File: src/rtl/fetch_stage_if.sv
//------------------------------------------------------------------------------
// Module  : fetch_stage_if
// Brief   : Instruction-memory request/response channel between fetch and imem.
// Rev     : 1.0  initial release
//------------------------------------------------------------------------------
`default_nettype none

interface fetch_stage_if;
    logic        imemReqValid;
    logic        imemReqReady;
    logic [31:0] imemReqAddr;
    logic        imemRespValid;
    logic        imemRespReady;
    logic [31:0] imemRespData;

    modport master (
        output imemReqValid,
        output imemReqAddr,
        output imemRespReady,
        input  imemReqReady,
        input  imemRespValid,
        input  imemRespData
    );

    modport slave (
        input  imemReqValid,
        input  imemReqAddr,
        input  imemRespReady,
        output imemReqReady,
        output imemRespValid,
        output imemRespData
    );
endinterface

`default_nettype wire

File: src/rtl/fetch_stage.sv
//------------------------------------------------------------------------------
// Module  : fetch_stage
// Brief   : RV32I instruction fetch: PC, single-outstanding imem fetch, IF/ID reg.
// Rev     : 1.0  initial release
//------------------------------------------------------------------------------
`default_nettype none

module fetch_stage #(
    parameter logic [31:0] RESET_PC  = 32'h0000_0000,
    parameter logic [31:0] NOP_INSTR = 32'h0000_0013
) (
    input  wire logic        clk,
    input  wire logic        reset,
    fetch_stage_if.master    imem,
    input  wire logic        redirectValid,
    input  wire logic [31:0] redirectTarget,
    input  wire logic        stall,
    output logic             instructionValid,
    output logic [31:0]      instruction,
    output logic [31:0]      instructionPc
);

    typedef enum logic [1:0] {
        ST_REQ   = 2'd0,
        ST_WAIT  = 2'd1,
        ST_DRAIN = 2'd2
    } state_t;

    state_t      r_state;
    logic [31:0] r_pc;
    logic [31:0] r_req_pc;
    logic        r_instr_valid;
    logic [31:0] r_instr;
    logic [31:0] r_instr_pc;

    logic        w_resp_ready;
    logic        w_req_fire;
    logic        w_resp_fire;
    logic        w_load;
    logic [31:0] w_redirect_pc;
    logic        w_unused_target_bits;

    assign w_redirect_pc        = {redirectTarget[31:2], 2'b00};
    assign w_unused_target_bits = ^redirectTarget[1:0];

    // Handshake outputs are gated by reset because the async reset only
    // settles the state register, not the combinational decode.
    assign imem.imemReqValid = (r_state == ST_REQ) && !reset;
    assign imem.imemReqAddr  = {r_pc[31:2], 2'b00};

    always_comb begin
        w_resp_ready = 1'b0;
        case (r_state)
            ST_DRAIN: w_resp_ready = 1'b1;
            ST_WAIT:  w_resp_ready = !r_instr_valid || !stall || redirectValid;
            default:  w_resp_ready = 1'b0;
        endcase
        if (reset) begin
            w_resp_ready = 1'b0;
        end
    end

    assign imem.imemRespReady = w_resp_ready;

    assign w_req_fire  = imem.imemReqValid && imem.imemReqReady;
    assign w_resp_fire = imem.imemRespValid && w_resp_ready;
    assign w_load      = (r_state == ST_WAIT) && w_resp_fire && !redirectValid;

    always_ff @(posedge clk or posedge reset) begin
        if (reset) begin
            r_state       <= ST_REQ;
            r_pc          <= RESET_PC;
            r_req_pc      <= 32'h0;
            r_instr_valid <= 1'b0;
            r_instr       <= NOP_INSTR;
            r_instr_pc    <= 32'h0;
        end else begin
            case (r_state)
                ST_REQ: begin
                    if (w_req_fire) begin
                        r_req_pc <= r_pc;
                        r_pc     <= r_pc + 32'd4;
                        r_state  <= redirectValid ? ST_DRAIN : ST_WAIT;
                    end
                end
                ST_WAIT: begin
                    if (w_resp_fire) begin
                        r_state <= ST_REQ;
                    end else if (redirectValid) begin
                        r_state <= ST_DRAIN;
                    end
                end
                ST_DRAIN: begin
                    if (w_resp_fire) begin
                        r_state <= ST_REQ;
                    end
                end
                default: r_state <= ST_REQ;
            endcase

            // Redirect overrides the sequential pc+4 written above.
            if (redirectValid) begin
                r_pc <= w_redirect_pc;
            end

            if (w_load) begin
                r_instr_valid <= 1'b1;
                r_instr       <= imem.imemRespData;
                r_instr_pc    <= r_req_pc;
            end else if (redirectValid || !stall) begin
                r_instr_valid <= 1'b0;
            end
        end
    end

    assign instructionValid = r_instr_valid;
    assign instruction      = r_instr;
    assign instructionPc    = r_instr_pc;

endmodule

`default_nettype wire

File: src/flat_wrapper.sv
// flat-port wrapper written by rule: the top's interface ports become plain ports
module fetch_stage_flat 
#(
    parameter logic [31:0] RESET_PC  = 32'h0000_0000,
    parameter logic [31:0] NOP_INSTR = 32'h0000_0013
)
  (clk, reset, redirectValid, redirectTarget, stall, instructionValid, instruction, instructionPc, imem_imemReqValid, imem_imemReqAddr, imem_imemRespReady, imem_imemReqReady, imem_imemRespValid, imem_imemRespData);
  fetch_stage_if imem_i ();
  input  wire logic clk;
  input  wire logic reset;
  input  wire logic redirectValid;
  input  wire logic [31:0] redirectTarget;
  input  wire logic stall;
  output logic instructionValid;
  output logic [31:0] instruction;
  output logic [31:0] instructionPc;
  output wire logic [$bits(imem_i.imemReqValid)-1:0] imem_imemReqValid;
  output wire logic [$bits(imem_i.imemReqAddr)-1:0] imem_imemReqAddr;
  output wire logic [$bits(imem_i.imemRespReady)-1:0] imem_imemRespReady;
  input wire logic [$bits(imem_i.imemReqReady)-1:0] imem_imemReqReady;
  input wire logic [$bits(imem_i.imemRespValid)-1:0] imem_imemRespValid;
  input wire logic [$bits(imem_i.imemRespData)-1:0] imem_imemRespData;
  assign imem_imemReqValid = imem_i.imemReqValid;
  assign imem_imemReqAddr = imem_i.imemReqAddr;
  assign imem_imemRespReady = imem_i.imemRespReady;
  assign imem_i.imemReqReady = imem_imemReqReady;
  assign imem_i.imemRespValid = imem_imemRespValid;
  assign imem_i.imemRespData = imem_imemRespData;
  fetch_stage #(.RESET_PC(RESET_PC), .NOP_INSTR(NOP_INSTR)) u_core (.clk(clk), .reset(reset), .imem(imem_i), .redirectValid(redirectValid), .redirectTarget(redirectTarget), .stall(stall), .instructionValid(instructionValid), .instruction(instruction), .instructionPc(instructionPc));
endmodule
File: config.mk
export PLATFORM = sky130hd
export DESIGN_NAME = fetch_stage_flat
export DESIGN_NICKNAME = d
export VERILOG_FILES = /design/src/rtl/fetch_stage_if.sv /design/src/rtl/fetch_stage.sv /design/src/flat_wrapper.sv
export SDC_FILE = /design/constraint.sdc
export NUM_CORES = 1
export LEC_CHECK = 0
export ABC_AREA = 0
export CORE_ASPECT_RATIO = 0.8
export CORE_MARGIN = 4
export CORE_UTILIZATION = 47
export CTS_CLUSTER_SIZE = 14
export DETAILED_ROUTE_END_ITERATION = 10
export MAX_ROUTING_LAYER = met4
export PLACE_DENSITY = 0.85
export SYNTH_ARGS = -nofsm -noshare
export SYNTH_HDL_FRONTEND = slang
export SYNTH_SLANG_ARGS = --single-unit
File: constraint.sdc
create_clock -name clk -period 4.3 [get_ports clk]
set_input_delay 0.43 -clock clk [delete_from_list [all_inputs] [get_ports clk]]
set_output_delay 0.43 -clock clk [all_outputs]
set_load 0.02 [all_outputs]
==> results of run 1 <==
metal layers:
| layer | vias to the layer above | part of all wire | GRT usage |
|---|---|---|---|
| li1 | 1925 | - | - |
| met1 | 2033 | 0.43 | 0.2815 |
| met2 | 178 | 0.48 | 0.3309 |
| met4 | 0 | 0.0032 | 0.05758 |
| met5 | - | 0 | - |
| met3 | 6 | 0.088 | 0.07136 |
cells by family after synthesis:
| family | Yosys count | share of synthesized area |
|---|---|---|
| muxes | 92 | 0.1902 |
| AOI/OAI and AO/OA | 51 | 0.05958 |
| other | 1 | 0.0006895 |
| adders and majority gates | 4 | 0.009202 |
| xor gates and xnor gates | 12 | 0.01932 |
| and+or+nand+nor | 122 | 0.1180 |
| buffers and inverters | 35 | 0.02714 |
| DFF | 125 | 0.5758 |
power by group through the flow:
stage / sequential [mW] / combinational, mW / clock (mW)
final: 1.86 / 1.64 / 1.42
after global routing: 1.91 / 1.75 / 1.52
after CTS: 1.86 / 1.66 / 1.45
after detailed placement: 1.88 / 1.65 / 0
after global placement: 1.84 / 1.61 / 0
after floorplan: 2.16 / 0.562 / 0
critical path: stages:
cell             delay (ps)
clkdlybuf4s50_1         450
buf_4                   330
inv_1                    70
buf_4                   240
nand3_1                 110
a21oi_1                  70
nor3b_1                 210
clkdlybuf4s50_1         640
through the flow:
step / total power, mW / cells / worst slack (ps)
2_1_floorplan: 2.725 / 445 / 547.4
3_3_place_gp: 3.452 / 729 / 1314
3_5_place_dp: 3.527 / 729 / 1247
4_1_cts: 4.975 / 761 / 1276
5_1_grt: 5.183 / 761 / 1143
6_report: 4.918 / 761 / 1297
cells in the final DEF (no fill, tap or decap), types with 10 or more instances in the layout:
cell             instances
clkbuf_16               17
or4_1                   15
nand4_1                 10
dfrtp_1                122
nand3_1                 14
mux2_2                  91
nand2_1                 35
clkdlybuf4s50_1        162
nor2_1                  16
a31oi_1                 11
o21ai_0                 18
synth_stat cells (all sizes together) (7+ instances only):
cell,n
a31oi,11
buf,14
clkbuf,14
dfrtp,122
inv,7
mux2,91
nand2,35
nand3,14
nand4,10
nor2,16
o21ai,18
o31ai,8
or4,15
xnor2,8
how the worst min path moves through the flow:
stage          slack [ps]             endpoint  cells past startpoint                 from
2_1_floorplan         440  u_core.r_req_pc[25]                      2  u_core.r_req_pc[25]
6_report              480  u_core.r_req_pc[28]                      2  u_core.r_req_pc[28]
5_1_grt               510  u_core.r_req_pc[28]                      2  u_core.r_req_pc[28]
4_1_cts               480  u_core.r_req_pc[28]                      2  u_core.r_req_pc[28]
3_5_place_dp          470  u_core.r_req_pc[28]                      2  u_core.r_req_pc[28]
3_3_place_gp          470  u_core.r_req_pc[25]                      2  u_core.r_req_pc[25]
area by class of cell:
type	instances	share of cell area
sequential	125	0.4023
multi-input combinational	285	0.2795
timing repair buffer	168	0.2141
clock buffer	18	0.05513
tap	144	0.02314
clock inverter	14	0.02218
inverter	7	0.003697
state kept, by name (all words and copies together) (netlist names):
name,cells
u_core.instruction,32
u_core.instructionPc,30
u_core.r_pc,30
u_core.r_req_pc,30
u_core.r_state,2
u_core.instructionValid,1
==> impl_metrics.ini, run 1 <==
[placed_design]
hpwl_mm = 9.526
place_area_um2 = 7183
gp_congestion = 0.8150
portBuffers = 162

[yosys]
seq_area_frac_synth = 0.5758
synth_area_leaders = dfrtp_1 56%, mux2_2 19%, nand2_1 2.4%, or4_1 2.1%, o21ai_0 1.7%
synth-edff-count = 0
synth.avg_cell_area_um2 = 12.31
ys_types = 42
synthCells = 442
ys_async_sr_fraction = 1.000
synth-main-ff-cell = dfrtp_1
synth_seq_cells = 125
yosys.area.top_type = dfrtp_1
syn_area_um2 = 5439
synth_top_cell_area_share = 0.5613
yosysWarnings = 0

[drt]
vias = 4142
route.detailed.drc = 0
wl_mm = 13.62
ant_nets = 0
firstDrtPassIters = 5
wl_per_cell_um = 17.89
drtIter0Drc = 239
vias_per_cell = 5.443

[clock_network]
ctsResizeCount = 0
htreeDepth = 4
cts_buffers = 17
hold_buffers = 0
cts_tree = built
clkLatencyLatePin_ps = 410
cts.sinks = 125
cts_root_buffer = clkbuf_16
path_clk_slew_ps = 50
max-clock-path-buffers = 2
post_cts_buffers = 0

[critical_path]
required_ps = 3870
r2r_cells = 7
critical_path_arrival_ps = 2570
worstPathMaxFanout = 41
reg2reg_setup_slack_ps = 1630
critPathLaunch = redirectValid
crit_path_end_kind = primary output
reg2reg_from = u_core.r_state[1]
critPathKind = in -> out
regToRegEndpoint = u_core.r_pc[28]
endpoint = imem_imemRespReady
cp-start-kind = primary input

[die]
die_w_um = 128.3
rows = 34
core_um2 = 11100
start_util = 0.4899
io_pins = 169
die_h_um = 104.2
dieArea_um2 = 13370

[timing]
tightest_slew_ps = 841.3
finalHoldViolations = 0
clock_skew_ps = 10.68
max_slew_margin = 0.4391
max_freq_mhz = 333.0
hold_ws_ps = 481.3
maxSlewViolCount = 0
setup_viol = 0
period_needed_ps = 3003
setup_tns_ps = 0
rsz0062_at_grt = false
min_period_over_period = 0.6983

[pwr]
p_seq_frac = 0.377
clkPwrFrac = 0.290
ir_worst_vdd_mv = 0.3647
swShare = 0.3063
leakage_nw = 3.313
powerDensity_nw_per_um2 = 631.7
internal_power_mw = 3.411
power_switching_mw = 1.507
p_comb_frac = 0.333

[grt]
grt_use_total = 0.2175
antenna_found_initial = 0
grt_first_pass_wirelength_mm = 22.38
grt_start_max_net_pins = 64
first_global_vias = 4317
grt-ovfl-total = 0

[run]
cap_viol_max_count = 0

[finish]
area_growth_pct = 43.13
fin_util = 0.7011
fin_area_um2 = 7785
multi_input_area_um2 = 2176
nets = 678
final-seq-area_um2 = 3132
drive_gt1_frac = 0.2188
insertedDiodeCount = 0
fillers = 799

[outcome]
status = finished, final reports clean

[worst_hold_path]
hold_path_class = reg -> reg
(Power assumes the default switching activity.)
==> run 2: changes to the inputs <==
clock period = 2.8 ns   (was 4.3 ns; I/O delays follow)
==> run 2 against run 1 <==
Net effect: final cell count rose by 0.79%; combinational power rose by 54%; highest routed layer unchanged; largest power group unchanged; worst setup slack got worse by 1000 ps.
==> impl_metrics.ini, run 2 (synthesis results as in run 1) <==
[outcome]
status = finished, final reports clean

[clock_network]
cts_tree = built
max-clock-path-buffers = 2
cts_root_buffer = clkbuf_16
ctsResizeCount = 0
hold_buffers = 0
post_cts_buffers = 0
path_clk_slew_ps = 60
htreeDepth = 4
cts_buffers = 17
cts.sinks = 125
clkLatencyLatePin_ps = 410

[timing]
hold_ws_ps = 430.1
min_period_over_period = 0.8956
maxSlewViolCount = 0
clock_skew_ps = 7.260
setup_tns_ps = 0
max_freq_mhz = 398.8
setup_viol = 0
tightest_slew_ps = 675.7
period_needed_ps = 2508
finalHoldViolations = 0
rsz0062_at_grt = false
max_slew_margin = 0.5496

[finish]
insertedDiodeCount = 0
final_common_cell = clkdlybuf4s50_1
layoutNonFillerInstCount = 767
nets = 684
mostFrequentLayoutCells = 162 x clkdlybuf4s50_1, 122 x dfrtp_1, 91 x mux2_2
drive_gt1_frac = 0.2279
fin_area_um2 = 7873
area_growth_pct = 44.74
largest_reg_flops = 32

[pwr]
leakage_nw = 3.345
finalPower_mw = 7.620
powerDensity_nw_per_um2 = 967.9
ir_worst_vdd_mv = 0.5437

[grt]
grt_first_pass_wirelength_mm = 22.40
first_global_vias = 4300
grt_start_max_net_pins = 126
antenna_found_initial = 0
grt_use_total = 0.2162
grt-ovfl-total = 0

[drt]
firstDrtPassIters = 4
route.detailed.drc = 0
wl_per_cell_um = 17.70
vias = 4151
vias_per_cell = 5.412
wl_mm = 13.57
drtIter0Drc = 241
ant_nets = 0

[placed_design]
dp.cells = 735
place_area_um2 = 7254
hpwl_mm = 9.429
portBuffers = 162
gp_congestion = 0.8496

[critical_path]
regToRegEndpoint = u_core.r_pc[21]
reg2reg_setup_slack_ps = 290
endpoint = u_core.r_pc[21]
critical_path_arrival_ps = 2850
crit_path_end_kind = flip-flop
required_ps = 3140
reg2reg_from = u_core.r_state[0]
cp_slowest_cell = or4_1
critPathMostFrequentCell = or4_1
path_cells = inv_1 > ha_1 > nand3b_1 > or4_1 > buf_4 > or4_1 > nand3_1
r2r_cells = 7
slowest_delay_ps = 710
critPathKind = reg -> reg
worstPathMaxFanout = 11
critPathLaunch = u_core.r_state[0]
cp-start-kind = flip-flop

[die]
dieArea_um2 = 13370
start_util = 0.4899
io_pins = 169
core_um2 = 11100
die_h_um = 104.2
die_w_um = 128.3
rows = 34

[worst_hold_path]
hold_path_class = in -> reg

[run]
cap_viol_max_count = 0
## run 2: layer usage
layer | vias up | GRT usage | wire, µm
li1 | 1944 | - | -
met1 | 2052 | 0.2873 | 6181
met2 | 147 | 0.3212 | 6283
met3 | 8 | 0.06314 | 1018
met4 | 0 | 0.06818 | 90
met5 | - | - | 0
## run 2: worst min path at each step
stage | from | endpoint | slack [ps] | cells after the start
2_1_floorplan | redirectTarget[16] | u_core.r_pc[16] | 400 | 2
3_5_place_dp | u_core.r_req_pc[28] | u_core.r_req_pc[28] | 480 | 2
4_1_cts | redirectTarget[14] | u_core.r_pc[14] | 420 | 3
6_report | redirectTarget[14] | u_core.r_pc[14] | 430 | 3
5_1_grt | redirectTarget[29] | u_core.r_pc[29] | 430 | 3
3_3_place_gp | u_core.r_req_pc[25] | u_core.r_req_pc[25] | 460 | 2
## run 2: where the power goes
part	total, mW	internal (mW)	switching (mW)
logic	2.53	1.38	1.15
clock network	2.24	1.45	0.794
registers	2.84	2.47	0.374
total	7.62	5.30	2.32
## run 2: worst max-delay path: cells and delay by family, from the launching register on
kind	cells	cell delay, ps
buffers and inverters	2	340
flip-flops	1	400
AND/OR/NAND/NOR	4	1450
adder cells (fa/ha/maj)	1	240
## run 2: through the flow
stage	utilization	setup WS, ps
global route	0.7090	208.0
floorplan	-	645.2
global placement	0.6534	321.4
finish	0.7090	292.2
detailed placement	0.6534	257.7
CTS	0.7090	328.0
## run 2: cell type report
type                    count  area, µm²
fillers                   772       3231
flip-flops and latches    125       3132
multi-input cells         285       2176
repair buffers            174       1737
clock buffers              19      452.9
well taps                 144      180.2
clock inverters            13      165.2
inverters                   7      30.03
